==> config.mk <==
export PLATFORM = sky130hd
export DESIGN_NAME = riscv_phase_controller
export DESIGN_NICKNAME = d
export VERILOG_FILES = /design/src/rtl/riscv_phase_controller.sv
export SDC_FILE = /design/constraint.sdc
export NUM_CORES = 1
export LEC_CHECK = 0
export ABC_CLOCK_PERIOD_IN_PS = 2150
export CAP_MARGIN = 20
export CORE_AREA = 3 3 40 42
export CTS_CLUSTER_SIZE = 28
export DETAILED_ROUTE_END_ITERATION = 10
export DIE_AREA = 0 0 43 45
export HOLD_SLACK_MARGIN = 0.05
export PLACE_DENSITY = 0.61
export RECOVER_POWER = 50
export SLEW_MARGIN = 40
export SYNTH_ARGS = -nofsm -noshare
export SYNTH_HDL_FRONTEND = slang
export SYNTH_SLANG_ARGS = --single-unit
export TNS_END_PERCENT = 100
==> constraint.sdc <==
create_clock -name clk -period 2.15 [get_ports clk]
set_input_delay 0.3225 -clock clk [delete_from_list [all_inputs] [get_ports clk]]
set_output_delay 0.3225 -clock clk [all_outputs]
set_load 0.01 [all_outputs]
==> src/rtl/riscv_phase_controller.sv <==
// rtl/riscv_phase_controller.sv - eight-phase VeriRISC instruction sequencer
//
// Steps every instruction through eight phases and decodes the control
// strobes from (phase, opcode, zero, halted). Opcode HLT parks the
// sequencer in phase 4 until rst.
//
// Ports:
//   clk     rising-edge clock
//   rst     asynchronous active-high reset
//   opcode  IR opcode: HLT=0 SKZ=1 ADD=2 AND=3 XOR=4 LDA=5 STO=6 JMP=7
//   zero    accumulator-is-zero flag
//   sel     address mux select (1=PC, 0=IR operand)
//   rd      memory read enable
//   ld_ir   instruction register load
//   inc_pc  program counter increment
//   ld_pc   program counter load from IR address
//   ld_ac   accumulator load
//   wr      memory write strobe
//   data_e  accumulator data bus drive enable
//   halt    processor halted
//   phase   current phase (debug/trace)

module riscv_phase_controller #(
   parameter int OPC_W   = 3,
   parameter int PHASE_W = 3
) (
   input  logic               clk,
   input  logic               rst,
   input  logic [OPC_W-1:0]   opcode,
   input  logic               zero,
   output logic               sel,
   output logic               rd,
   output logic               ld_ir,
   output logic               inc_pc,
   output logic               ld_pc,
   output logic               ld_ac,
   output logic               wr,
   output logic               data_e,
   output logic               halt,
   output logic [PHASE_W-1:0] phase
);

   localparam logic [OPC_W-1:0] OP_HLT = OPC_W'(0);
   localparam logic [OPC_W-1:0] OP_SKZ = OPC_W'(1);
   localparam logic [OPC_W-1:0] OP_ADD = OPC_W'(2);
   localparam logic [OPC_W-1:0] OP_AND = OPC_W'(3);
   localparam logic [OPC_W-1:0] OP_XOR = OPC_W'(4);
   localparam logic [OPC_W-1:0] OP_LDA = OPC_W'(5);
   localparam logic [OPC_W-1:0] OP_STO = OPC_W'(6);
   localparam logic [OPC_W-1:0] OP_JMP = OPC_W'(7);

   localparam logic [PHASE_W-1:0] PH_INST_ADDR  = PHASE_W'(0);
   localparam logic [PHASE_W-1:0] PH_INST_FETCH = PHASE_W'(1);
   localparam logic [PHASE_W-1:0] PH_INST_LOAD  = PHASE_W'(2);
   localparam logic [PHASE_W-1:0] PH_IDLE       = PHASE_W'(3);
   localparam logic [PHASE_W-1:0] PH_OP_ADDR    = PHASE_W'(4);
   localparam logic [PHASE_W-1:0] PH_OP_FETCH   = PHASE_W'(5);
   localparam logic [PHASE_W-1:0] PH_ALU_OP     = PHASE_W'(6);
   localparam logic [PHASE_W-1:0] PH_STORE      = PHASE_W'(7);

   logic [PHASE_W-1:0] phase_q, phase_d;
   logic               halted_q, halted_d;

   logic is_hlt, is_skz, is_sto, is_jmp, aluop;

   assign is_hlt = (opcode == OP_HLT);
   assign is_skz = (opcode == OP_SKZ);
   assign is_sto = (opcode == OP_STO);
   assign is_jmp = (opcode == OP_JMP);
   assign aluop  = (opcode == OP_ADD) || (opcode == OP_AND) ||
                   (opcode == OP_XOR) || (opcode == OP_LDA);

   always_ff @(posedge clk or posedge rst) begin
      if (rst) begin
         phase_q  <= PH_INST_ADDR;
         halted_q <= 1'b0;
      end else begin
         phase_q  <= phase_d;
         halted_q <= halted_d;
      end
   end

   // Phase advance; HLT seen in OP_ADDR latches halted and freezes the phase.
   always_comb begin
      phase_d  = phase_q;
      halted_d = halted_q;
      if (!halted_q) begin
         if (phase_q == PH_OP_ADDR && is_hlt) begin
            halted_d = 1'b1;
         end else begin
            phase_d = phase_q + PHASE_W'(1);
         end
      end
   end

   always_comb begin
      sel    = 1'b0;
      rd     = 1'b0;
      ld_ir  = 1'b0;
      inc_pc = 1'b0;
      ld_pc  = 1'b0;
      ld_ac  = 1'b0;
      wr     = 1'b0;
      data_e = 1'b0;
      halt   = 1'b0;
      if (halted_q) begin
         sel  = 1'b1;
         halt = 1'b1;
      end else begin
         unique case (phase_q)
            PH_INST_ADDR: begin
               sel = 1'b1;
            end
            PH_INST_FETCH: begin
               sel = 1'b1;
               rd  = 1'b1;
            end
            PH_INST_LOAD, PH_IDLE: begin
               sel   = 1'b1;
               rd    = 1'b1;
               ld_ir = 1'b1;
            end
            PH_OP_ADDR: begin
               // HLT is flagged here a cycle before halted_q takes over.
               halt   = is_hlt;
               inc_pc = !is_hlt;
            end
            PH_OP_FETCH: begin
               rd = aluop;
            end
            PH_ALU_OP: begin
               // SKZ and JMP are distinct opcodes, so inc_pc/ld_pc never overlap.
               rd     = aluop;
               inc_pc = is_skz && zero;
               ld_pc  = is_jmp;
               data_e = is_sto;
            end
            PH_STORE: begin
               rd     = aluop;
               ld_ac  = aluop;
               ld_pc  = is_jmp;
               wr     = is_sto;
               data_e = is_sto;
            end
            default: ;
         endcase
      end
   end

   assign phase = phase_q;

endmodule

* Yosys cells after proc, flatten, opt, wreduce, memory -nomap -nowiden
Index checks and enable logic that the tools add are counted. Widths: inputs -> output; s select.
Cells by class: $add $sub $neg 1, equal/unequal tests 14, mux-type cells 20, bitwise gates (word level) 2, reductions and logical operators 14
Operators by type and width (count):
- $eq 3x3->1 const B | 8
- $mux 1 | 18
- $eq 3x2->1 const B | 4
- $eq 3x1->1 const B | 2
- $logic_not 3->1 | 2
- $reduce_or 3->1 | 2
- $pmux 1 s2 | 2
- $reduce_or 2->1 | 2
- $reduce_or 4->1 | 1
- $add 3x1->3 const B | 1
- $logic_or 1x1->1 | 3
- $logic_and 1x1->1 | 2
- $not 1->1 | 2
- $reduce_and 2->1 | 1
- $logic_not 1->1 | 1
Word-level totals: register bits 4, input port bits 6, output and inout port bits 12, word-level logic and storage cells 53

* Logic depth before layout (Yosys ltp)
word-level depth 6, gate-level depth with buffers 5, mapped depth without buffers 5

* Worst setup path after synthesis
OpenSTA, ideal clock, no wires.
path type register -> output, from register phase_q[0], in the netlist phase[0], to output rd, arrival time 1.358 ns, required time 1.827 ns, path slack 0.470 ns, cell stages (with the launch flop) 6, path buffers 0, cells stage by stage dfrtp_1 -> inv_1 -> ha_1 -> or2_2 -> a21oi_1 -> o32ai_1
Between the ends: cells in the longest elaborated chain, start to end 4, elaborated cells between the ends (all ways) 10, those cells by class 6 x eq/ne; 2 x mux; 2 x reduce/logical
Ends and longest elaborated chain:
- start: declaration | RTL line 61 | logic [PHASE_W-1:0] phase_q, phase_d;
- start signal: assignment | RTL line 78 | phase_q <= phase_d;
- $eq 3x3->1, or another cell as far along | RTL line 110 | unique case (phase_q)
- $reduce_or 3->1 (no source line)
- $pmux 1 s2 (*) | RTL line 110
- $mux 1 (*) | RTL line 106 | if (halted_q) begin
- end: declaration | RTL line 32 | output logic rd,
Mark *: on every way between the ends. The rest lies on a longest branch, timed or not.

* Worst setup path after layout
from register phase_q[0], in the netlist phase[0], to output sel
Between the ends: cells in the longest elaborated chain, start to end 4, elaborated cells between the ends (all ways) 7, those cells by class 3 x eq/ne; 2 x mux; 2 x reduce/logical
Ends and longest elaborated chain:
- $eq 3x2->1, or another cell as far along | RTL line 110
- $reduce_or 4->1 (no source line) (*)
- $mux 1 (*) | RTL line 110
- $mux 1 (*) | RTL line 106
- end: declaration | RTL line 31 | output logic sel,
Marked as above.

==> flow_summary.rst <==
.. list-table::
   :header-rows: 1

   * - Metric
     - Value
   * - Leakage power figure
     - 0.3615 nW
   * - Clock buffers created by TritonCTS
     - 3
   * - Fin crit period
     - 2.046 ns
   * - Max Slew Vio Count
     - 0
   * - Commonest cells in the synthesized netlist
     - sky130_fd_sc_hd__ha_1, sky130_fd_sc_hd__a21oi_1, sky130_fd_sc_hd__inv_1
   * - Share of flip-flops with an asynchronous set or reset
     - 100.0%
   * - H-tree Lvls
     - 1
   * - Number of failing setup endpoints in the final timing report
     - 0
   * - Post-detailed-route wirelength per cell
     - 11.78 um
   * - Clock share of power
     - 9.8%
   * - Number of buffers and inverters on the critical path
     - 2
   * - Highest fanout seen on the critical path
     - 3
   * - Critical path startpoint category
     - flip-flop
   * - Post-DRT Antenna Nets
     - 0
   * - Sequential fraction of design power
     - 19.8%
   * - All-layer global routing usage
     - 12.46%
   * - Top post-synthesis cells by area
     - sky130_fd_sc_hd__dfrtp_1, sky130_fd_sc_hd__ha_1, sky130_fd_sc_hd__a21oi_1
   * - Worst-margin pin slew
     - 0.2991 ns
   * - Post-Route Hold Slack
     - 0.4077 ns
   * - Width of the die
     - 43 um
   * - Count of flip-flops with a built-in enable after synthesis
     - 0
   * - Final core utilization
     - 53.36%
   * - Initial antenna violation count
     - 0
   * - Final worst-path cycle share
     - 95.16%
   * - Number of violations reported at the end of detailed-routing iteration 0
     - 0
   * - Int Pwr
     - 0.5334 mW
   * - Clk Latency, worst-skew pair
     - 0.23 ns
   * - Post-synthesis sequential element count
     - 4
   * - Data required time at the worst endpoint
     - 1.83 ns
   * - Crit-path cells
     - buf_4, ha_1, or2_2, a21oi_2, nand2_1, dlygate4sd2_1
   * - Core Area
     - 1285 um2
   * - RSZ-0062 raised after global routing
     - false
   * - Initial core utilization
     - 29.99%
   * - Hold Vio Cnt, Final
     - 0
   * - Share of cells above drive strength 1
     - 29.73%
   * - Switching power share of the total
     - 41.26%
   * - Synth top area share
     - 25.97%
   * - ANT cells
     - 0
   * - CP Data Arrival Time
     - 1.72 ns
   * - Number of iterations in the first detailed-routing pass
     - 1
   * - Num ports
     - 18
   * - Summed instance area of the synthesized netlist
     - 385.4 um2
   * - Sequential cell area in the final layout
     - 101.3 um2
   * - Max_slew headroom
     - 79.87%
   * - Placement Setup Slack
     - -0.1506 ns
   * - First-pass GRT wire length
     - 1759 um
   * - Max-capacitance violation count
     - 0
   * - Max stage delay cell, worst path
     - sky130_fd_sc_hd__dfrtp_1
   * - Post-detailed-route DRC marker count
     - 0
   * - Growth of design area from synthesis to finish
     - 77.92%
   * - Multi-input gate area in the final layout
     - 274.0 um2
   * - Clock tree from TritonCTS
     - built
   * - Combinational Power Share
     - 70.4%
   * - Minimum setup slack in the final design
     - 0.1041 ns
   * - Highest clock frequency the design can meet
     - 0.4888 GHz
   * - Post-Synthesis Mean Instance Area
     - 8.758 um2
   * - Height of the die
     - 45 um
   * - Warnings, synthesis
     - 0
   * - Instance count of the mapped netlist
     - 44
   * - Max incr delay on CP
     - 0.40 ns
   * - Final net count
     - 89
   * - Placer's final routability congestion estimate
     - 0.6967
   * - Half-perimeter wire length after detailed placement
     - 779.6 um
   * - Root cell of the clock tree
     - sky130_fd_sc_hd__clkbuf_4
   * - Worst Path Class, Setup
     - reg -> out
   * - Sequential-to-total area share from yosys stat
     - 25.97%
   * - Run status
     - finished clean
   * - Total grt overflow
     - 0
   * - Filler cell count
     - 133
   * - Min-delay worst type
     - in -> async
   * - Most frequently used cell type in the post-synthesis netlist
     - sky130_fd_sc_hd__ha_1
   * - Power per cell area
     - 1325 nW/um2
   * - Vias in the first global route
     - 452
   * - Switch Pwr
     - 0.3747 mW
   * - TritonCTS sink count
     - 4
   * - Wire length reported by the detailed router
     - 1048 um
   * - Via count
     - 424
   * - CP endpoint kind
     - primary output
   * - Family with the most delay on the worst path
     - buffers and inverters
   * - Worst voltage drop across the vdd grid
     - 0.6838 mV
   * - Post-DR vias/cell
     - 4.764
   * - Clock skew after layout
     - 0.0001146 ns
   * - Number of cell rows
     - 13
   * - Dominant register cell in the synthesized netlist
     - sky130_fd_sc_hd__dfrtp_1
   * - Syn Nets
     - 57
   * - Number of buffers on the longest clock path
     - 2
   * - Quantity of I/O buffers inserted on ports
     - 17
   * - Clock transition at the registers of the reported paths
     - 0.03 ns
   * - Pin count of the biggest net entering global routing
     - 9
   * - Area leader, netlist
     - sky130_fd_sc_hd__dfrtp_1
   * - Area enclosed by the die boundary
     - 1935 um2
   * - Number of library cell types mapped by synthesis
     - 20
## timing repair
item	CTS	global route
resized for setup	10	6
buffers inserted	1	0
pin swaps	0	1
endpoints found under the setup margin	8	4
hold buffers	0	0
## state kept, by name (all words and copies together) (netlist names)
| register | cells |
|---|---|
| halted_q | 1 |
| phase | 3 |
## routing by layer
layer,up-vias,routed length (um),GRT usage [%]
met2,9,577,20.66
met3,2,36,2.789
met4,0,17,12.65
li1,216,-,-
met1,197,417,12.68
met5,-,0,0
## metrics by stage
stage / power [mW] / cells / instance area (um2) / setup TNS, ns
6_report: 0.9082 / 89 / 685.7 / 0
3_3_place_gp: 0.8306 / 85 / 645.6 / -0.3637
2_1_floorplan: 0.4946 / 44 / 385.4 / 0
4_1_cts: 0.9260 / 89 / 679.4 / 0
3_5_place_dp: 0.8269 / 85 / 645.6 / -0.4111
5_1_grt: 1.004 / 89 / 685.7 / 0
## area by class of cell
class                           count  area share, %
Sequential cell                     4          14.78
Clock buffer                        3          3.285
Inverter                            5          2.737
Multi-Input combinational cell     34          39.96
Timing Repair Buffer               28          36.50
Tap cell                           15          2.737
## layout by cell type, fill, tap and decap left out, drive strengths merged
cell | Yosys | final
dfrtp | 4 | 4
clkdlybuf4s15 | 0 | 1
dlymetal6s2s | 0 | 2
nand2 | 2 | 2
buf | 0 | 11
or3 | 1 | 1
inv | 5 | 5
nand2b | 1 | 1
clkbuf | 1 | 3
o32ai | 1 | 1
dlygate4sd3 | 0 | 4
nor4b | 2 | 2
nor3 | 2 | 2
a31oi | 1 | 1
nor4 | 2 | 2
nor2 | 3 | 3
a21oi | 6 | 6
clkdlybuf4s50 | 0 | 4
dlygate4sd2 | 0 | 6
ha | 7 | 7
o21ai | 2 | 2
mux2 | 1 | 1
or2 | 1 | 1
xnor2 | 2 | 2
## logic make-up (layout without fill, tap and decap cells)
logic type	Yosys count	count (layout)	share of synthesized area [%]
flops	4	4	25.98
fa+ha+maj	7	7	22.73
buf+inv	6	36	5.844
compound gates	10	10	15.26
xor+xnor	2	2	4.546
simple gates	14	14	21.76
mux	1	1	3.895
## power by group through the flow
stage | clock network [mW] | registers (mW) | logic, mW
after floorplan | 0 | 0.172 | 0.322
after global placement | 0 | 0.177 | 0.654
after detailed placement | 0 | 0.177 | 0.650
after CTS | 0.0966 | 0.176 | 0.653
after global routing | 0.102 | 0.188 | 0.714
final | 0.0892 | 0.180 | 0.639
## worst paths after layout
path	from	to	slack, ns	cells after the start
hold reg to reg	phase[2]$_DFFE_PP0P_	halted_q$_DFF_PP0_	0.62	2
min in group clk	phase[2]$_DFFE_PP0P_	halted_q$_DFF_PP0_	0.62	2
max in group asynchronous	rst	phase[2]$_DFFE_PP0P_	1.58	2
setup / recovery	phase[0]$_DFFE_PP0P_	sel	0.10	6
setup reg to reg	phase[1]$_DFFE_PP0P_	phase[1]$_DFFE_PP0P_	0.56	6
hold / removal	rst	halted_q$_DFF_PP0_	0.41	2
Power figures use the tool's default switching activity.
